File: src/rtl/demux_sequencial_pkg.sv
// demux_sequencial_pkg: shared state, mode and channel constants
package demux_sequencial_pkg;
   typedef enum logic {OCIOSO = 1'b0, RECEBE = 1'b1} estado_t;
   localparam logic MODO_MANUAL = 1'b0;
   localparam logic MODO_AUTO = 1'b1;
   localparam logic [1:0] CH0 = 2'd0;
   localparam logic [1:0] CH1 = 2'd1;
   localparam logic [1:0] CH2 = 2'd2;
   localparam logic [1:0] CH3 = 2'd3;
endpackage

File: src/rtl/demux_sequencial_contador_canal.sv
// contador_canal: 2-bit channel counter with clear, load-to-1 and increment
module contador_canal (
   input  logic       clk,
   input  logic       rst,
   input  logic       clr,
   input  logic       load1,
   input  logic       inc,
   output logic [1:0] canal,
   output logic       tc
);
   // clear wins over load, load wins over increment
   always_ff @(posedge clk)
      if (rst || clr) canal <= 2'd0;
      else if (load1) canal <= 2'd1;
      else if (inc) canal <= canal + 2'd1;
   assign tc = canal == 2'd3;
endmodule

File: src/rtl/demux_sequencial.sv
// demux_sequencial: registered 1:4 demux with manual select or sync-framed auto sequencing
module demux_sequencial
   import demux_sequencial_pkg::*;
#(
   parameter int WIDTH = 1
) (
   input  logic             clk,
   input  logic             rst,
   input  logic [WIDTH-1:0] Y,
   input  logic             en,
   input  logic             modo,
   input  logic             sync,
   input  logic             S0,
   input  logic             S1,
   output logic [WIDTH-1:0] D0,
   output logic [WIDTH-1:0] D1,
   output logic [WIDTH-1:0] D2,
   output logic [WIDTH-1:0] D3,
   output logic [1:0]       canal,
   output logic             quadro_ok,
   output logic             erro
);
   estado_t estado, prox;
   logic clr, load1, inc, tc, wr, qok_d, erro_d;
   logic [1:0] sel;
   logic [WIDTH-1:0] d [4];

   contador_canal u_cnt (
      .clk   (clk),
      .rst   (rst),
      .clr   (clr),
      .load1 (load1),
      .inc   (inc),
      .canal (canal),
      .tc    (tc)
   );

   // frame state register
   always_ff @(posedge clk)
      estado <= rst ? OCIOSO : prox;

   // next state, counter control, write strobe and pulse requests
   always_comb begin
      prox = estado;
      clr = 1'b0;
      load1 = 1'b0;
      inc = 1'b0;
      wr = 1'b0;
      sel = CH0;
      qok_d = 1'b0;
      erro_d = 1'b0;
      if (modo == MODO_MANUAL) begin
         prox = OCIOSO;
         clr = 1'b1;
         wr = en;
         sel = {S1, S0};
      end else if (en && sync) begin
         prox = RECEBE;
         load1 = 1'b1;
         wr = 1'b1;
         erro_d = estado == RECEBE;
      end else if (en && estado == RECEBE) begin
         prox = tc ? OCIOSO : RECEBE;
         inc = 1'b1;
         wr = 1'b1;
         sel = canal;
         qok_d = tc;
      end
   end

   // channel registers and status pulses
   always_ff @(posedge clk)
      if (rst) begin
         d <= '{default: '0};
         quadro_ok <= 1'b0;
         erro <= 1'b0;
      end else begin
         quadro_ok <= qok_d;
         erro <= erro_d;
         if (wr) d[sel] <= Y;
      end

   assign D0 = d[0];
   assign D1 = d[1];
   assign D2 = d[2];
   assign D3 = d[3];
endmodule

File: config.mk
export PLATFORM = sky130hd
export DESIGN_NAME = demux_sequencial
export DESIGN_NICKNAME = d
export VERILOG_FILES = /design/src/rtl/demux_sequencial_pkg.sv /design/src/rtl/demux_sequencial_contador_canal.sv /design/src/rtl/demux_sequencial.sv
export SDC_FILE = /design/constraint.sdc
export NUM_CORES = 1
export LEC_CHECK = 0
export ABC_AREA = 1
export BUFFER_PORTS_ARGS = -buffer_cell sky130_fd_sc_hd__clkbuf_2
export CAP_MARGIN = 15
export CORE_AREA = 2 2 39 41
export DETAILED_ROUTE_END_ITERATION = 10
export DIE_AREA = 0 0 41 43
export PLACE_DENSITY_LB_ADDON = 0.08
export RECOVER_POWER = 100
export SLEW_MARGIN = 20
export SYNTH_ARGS = -nofsm -noshare
export SYNTH_HDL_FRONTEND = slang
export SYNTH_HIERARCHICAL = 1
export SYNTH_SLANG_ARGS = --single-unit
File: constraint.sdc
create_clock -name clk -period 1.7 [get_ports clk]
set_input_delay 0.085 -clock clk [delete_from_list [all_inputs] [get_ports clk]]
set_output_delay 0.085 -clock clk [all_outputs]
set_load 0.01 [all_outputs]
# == After elaboration in Yosys (flattened, before gate mapping) ==
# Index checks and enable logic that the tools add are counted.
# op_classes
magnitude_cmp,2
n_reduce_logical,10
muxes,19
add_sub_neg,1
eq_ne,1
bitwise_logic,4
# op_table
operator,n
$mux 1,14
$mux 2,3
$bwmux 4,1
$reduce_bool 2->1,2
$reduce_or 2->1,2
$reduce_or 4->1,1
$ge 3x3->1 const B,1
$logic_and 1x1->1,3
$lt 3x1->1 const B,1
$not 1->1,3
$not 2->3,1
$reduce_or 3->1,1
$add 2x1->2 const B,1
$demux 1 s2,1
$eq 2x2->1 const B,1
$logic_or 1x1->1,1
# totals
regBits,9
out_inout_bits,8
input_bits,8
word_cells,46

# == Longest topological paths before layout ==
# logic_depth
depth_word,10
ltp_mapped,9
mapped_depth_nobuf,9

# == Modules after synthesis ==
# The synthesis kept the hierarchy.
# modules_own_cells
mod,instances,area_per_inst_um2,cells_per_inst,seq_area_each_um2
demux_sequencial,1,384.1,60,140.1
contador_canal,1,107.6,16,40.0

# == Worst setup path before layout ==
# No wires, ideal clock.
# synth_timing
path_type,reg-to-reg
from,reg estado
to,"reg d, in the netlist D0"
arrival_time_ns,0.853
slack_ns,0.732
setup_ns,0.115
n_path_buf,0
period_less_slack_ns,0.968
path_stages_with_launch,8
required_ns,1.585
path_cell_list,dfxtp_1 > nand2_1 > inv_1 > nand3_2 > nand2_2 > nor2_2 > a21oi_1 > nor2_1
# synth_between
elab_chain_cells,10
word_cells_on_any_way,14
cone_classes,2 x order compare; 9 x mux; 1 x bitwise; 2 x reduce/logical
# synth_rtl
element,line,source
start: declaration,demux_sequencial.sv:23,"estado_t estado, prox;"
start signal: assignment,demux_sequencial.sv:40,estado <= rst ? OCIOSO : prox;
$logic_and 1x1->1 (*),demux_sequencial.sv:62,end else if (en && estado == RECEBE) begin
$mux 2,demux_sequencial.sv:62,
$mux 2,demux_sequencial.sv:57,end else if (en && sync) begin
$mux 2,demux_sequencial.sv:52,if (modo == MODO_MANUAL) begin
$not 2->3 (not written as such),demux_sequencial.sv:80,if (wr) d[sel] <= Y;
$ge 3x3->1 (not written as such) or $lt 3x1->1 (tied branches),demux_sequencial.sv:80,
$logic_and 1x1->1 (not written as such),demux_sequencial.sv:80,
$mux 1 (not written as such),demux_sequencial.sv:80,
$demux 1 s2,demux_sequencial.sv:80,
$bwmux 4,demux_sequencial.sv:80,
end signal: assignment,demux_sequencial.sv:74,d <= '{default: '0};
end signal: indexed assignment,demux_sequencial.sv:80,
end: declaration,demux_sequencial.sv:26,logic [WIDTH-1:0] d [4];
# Every way passes the cells marked *; elsewhere a longest branch is shown, timed or not.
# A chain may end at the register's enable or synchronous reset.

# == Final worst setup path ==
# layout_timing
from,reg estado
to,"reg d, in the netlist D1"
# The elaborated chain is that of the path after synthesis.

==> flow_metrics.py <==
metrics = {
    "outcome": {
        "outcome": "finished, final reports clean",
    },
    "worst_setup_path": {
        "r2r_end": "D1",
        "critPathKind": "flop to flop",
        "path_cells": "nand2_1, inv_1, nand3_2, nand2_1, nor2_1, nand3_1, nand2_1, nor2_1",
        "end_kind": "flop",
        "worstPathArrival_ns": 1.29,
        "r2r_start": "estado",
        "path_common_cell": "nand2_1",
        "path_buf_inv": 1,
        "r2r_slack_ns": 0.56,
        "crit_fanout": 4,
        "critPathRequiredTime_ns": 1.85,
        "slowest_stage": "dfxtp_1",
        "start_kind": "flop",
        "crit_family": "simple AND/OR/NAND/NOR gates",
        "slowest_delay_ns": 0.33,
        "reg2regPathDepth": 8,
    },
    "worst_hold_path": {
        "min_from": "Y",
        "hold_depth": 3,
        "min_to": "D3",
        "hp-class": "input pin to flop",
    },
    "cts": {
        "cts_resized": 0,
        "clk_pin_slew_ns": 0.07,
        "clock_latency_ns": 0.26,
        "cts_made_buffers": 3,
        "clock_sinks": 9,
        "postCtsSetupBuffers": 0,
        "cts_tree": "yes",
        "holdBufCountCts": 0,
        "clk_path_buf_depth": 2,
        "cts-root-buf": "clkbuf_4",
        "h-tree-depth": 1,
    },
    "logic_synthesis": {
        "yosys.area_share.simple": 0.4606,
        "synth_compound_area_frac": 0.04835,
        "synthArstFlopShare": 0,
        "syn_area_um2": 491.7,
        "ys_warn_count": 6,
        "yosys-top-cells-area": "dfxtp_1 37%, nand2_1 18%, inv_1 9.2%, nor2_1 7.6%, nand3_1 5.1%",
        "avgSynthCellArea_um2": 6.470,
        "synth_top_family_by_area": "simple AND/OR/NAND/NOR gates",
        "netlist.area_leader.share": 0.3664,
        "synthMostInstantiatedCell": "nand2_1",
        "ys_types": 16,
        "synth_adder_area_share": 0.02545,
        "yosysTopAreaCell": "dfxtp_1",
        "synthCells": 76,
        "synthMuxAreaShare": 0,
        "synthXorXnorAreaFrac": 0,
        "yosys-top-cells-count": "24 x nand2_1, 12 x inv_1, 10 x nor2_1, 9 x dfxtp_1, 5 x nand3_1",
        "syn-num-nets": 85,
        "synth_top_flop_cell": "dfxtp_1",
        "synth-seq-cells": 9,
        "ys_seq_area_frac": 0.3664,
        "synth_edf_count": 0,
    },
    "drt": {
        "wire_per_inst_um": 9.450,
        "ant_nets": 0,
        "via_count": 507,
        "drt_iter0_markers": 5,
        "drt_pass1_iterations": 4,
        "viasPerCell": 4.568,
        "drc_errors": 0,
        "wirelength_um": 1049,
    },
    "flow_run": {
        "max_cap_violations": 0,
    },
    "placement": {
        "place.gp.congestion": 0.7374,
        "place_hpwl_um": 829.8,
        "numPortBuffers": 15,
    },
    "timing": {
        "fin_crit_sh": 0.6685,
        "holdWs_ns": 0.07029,
        "hold_viol": 0,
        "max_slew_margin": 0.8512,
        "worst_slew_pin_slew_ns": 0.2224,
        "finalSetupTns_ns": 0,
        "period_needed_ns": 1.136,
        "fin_worst_skew_ns": 0.001630,
        "timing.fmax_mhz": 879.9,
        "rsz0062_at_grt": "no",
        "final-setup-viol-count": 0,
        "slew_viol_final": 0,
    },
    "power_and_ir_drop": {
        "p_per_area_nw_per_um2": 754.6,
        "p_leak_uw": 0.0002958,
        "ir_worst_vdd_mv": 0.4067,
    },
    "cells_and_area": {
        "syn_to_final_growth_pct": 20.61,
        "drive_above_1_share": 0.1684,
        "fin_nets": 105,
        "antenna_cells": 0,
        "nFillCells": 162,
    },
    "global_route": {
        "gr-total-overflow": 0,
        "grt_pass1_vias": 443,
        "use_met1": 0.1806,
        "antenna_found_initial": 0,
        "gr-usage-met2": 0.2031,
        "track_usage": 0.1427,
        "grt_max_degree": 7,
        "grt_use_met3": 0.04712,
        "gr-max-usage-layer": "met2",
        "grt_pass1_wl_um": 1690,
    },
    "die": {
        "die_area_um2": 1763,
        "core_area_um2": 1384,
        "row_count": 14,
        "chipHeight_um": 43,
        "num_io_pins": 16,
        "fp.dieW_um": 41,
        "initial_core_util": 0.3553,
    },
}
placed cells by master, fill, tap and decap left out:
cell / count
clkbuf_4: 3
ha_1: 1
nor3_1: 1
nor2_1: 11
nand2_2: 1
nand2_1: 25
a21oi_2: 1
clkbuf_1: 9
a21oi_1: 3
inv_2: 1
clkbuf_2: 7
nand3_2: 1
dfxtp_1: 9
nand3_1: 6
nor2_4: 1
or2_2: 1
nand4_1: 2
inv_1: 12
report_power, final:
group	switching (µW)	internal [µW]	leakage, µW
Sequential	3.70	216	0.0000730
Clock	77.6	90.5	0.0000150
Combinational	37.6	21.6	0.000208
Total	119	329	0.000296
layout make-up:
type                       instances  area, µm²  area share
clock buffer                       4      26.28     0.04430
inverter                          13      48.80     0.08228
multi-input combinational         54      252.7      0.4262
sequential                         9      180.2      0.3038
tap                               16      20.02     0.03376
timing repair buffer              15      65.06      0.1097
registers in the layout (all words and copies together) (netlist names):
signal and count:
erro 1, D0 1, quadro_ok 1, D2 1, estado 1, D3 1
D1 1, u_cnt/canal 2
metrics by stage:
| step | instances | power [µW] | worst slack [ns] | utilization | instance area (µm²) |
|---|---|---|---|---|---|
| 5_1_grt | 111 | 474.5 | 0.4115 | 0.4286 | 593.1 |
| 3_3_place_gp | 107 | 287.7 | 0.6568 | 0.4241 | 586.8 |
| 2_1_floorplan | 76 | 264.0 | 0.7320 | - | 491.7 |
| 6_report | 111 | 447.5 | 0.5636 | 0.4286 | 593.1 |
| 3_5_place_dp | 107 | 287.7 | 0.6306 | 0.4241 | 586.8 |
| 4_1_cts | 111 | 457.1 | 0.6230 | 0.4430 | 613.1 |
cell families (layout without fill, tap and decap cells):
| group | Yosys count | in the layout |
|---|---|---|
| AO/OA/AOI/OAI | 4 | 4 |
| AND/OR/NAND/NOR | 49 | 49 |
| buffers and inverters | 13 | 32 |
| flip-flops | 9 | 9 |
| adder cells (fa/ha/maj) | 1 | 1 |
per-layer routing:
layer / up-vias / wire (µm)
li1: 273 / -
met2: 14 / 443
met5: - / 0
met4: 0 / 10
met1: 218 / 512
met3: 2 / 83
worst register-to-register path, stage by stage (launching register included):
cell and delay (ns):
dfxtp_1 0.33, nand2_1 0.06, inv_1 0.06, nand3_2 0.07
nand2_1 0.10, nor2_1 0.21, nand3_1 0.10, nand2_1 0.07
nor2_1 0.04
worst max-delay path by stage:
stage	start	end	slack [ns]	cells after the start
after floorplan	estado	D0	0.73	7
after global placement	estado	D1	0.66	8
after detailed placement	estado	u_cnt/canal[0]	0.63	9
after CTS	estado	u_cnt/canal[0]	0.62	9
after global routing	estado	D1	0.41	8
final	estado	D1	0.56	8
(Power assumes the default switching activity.)
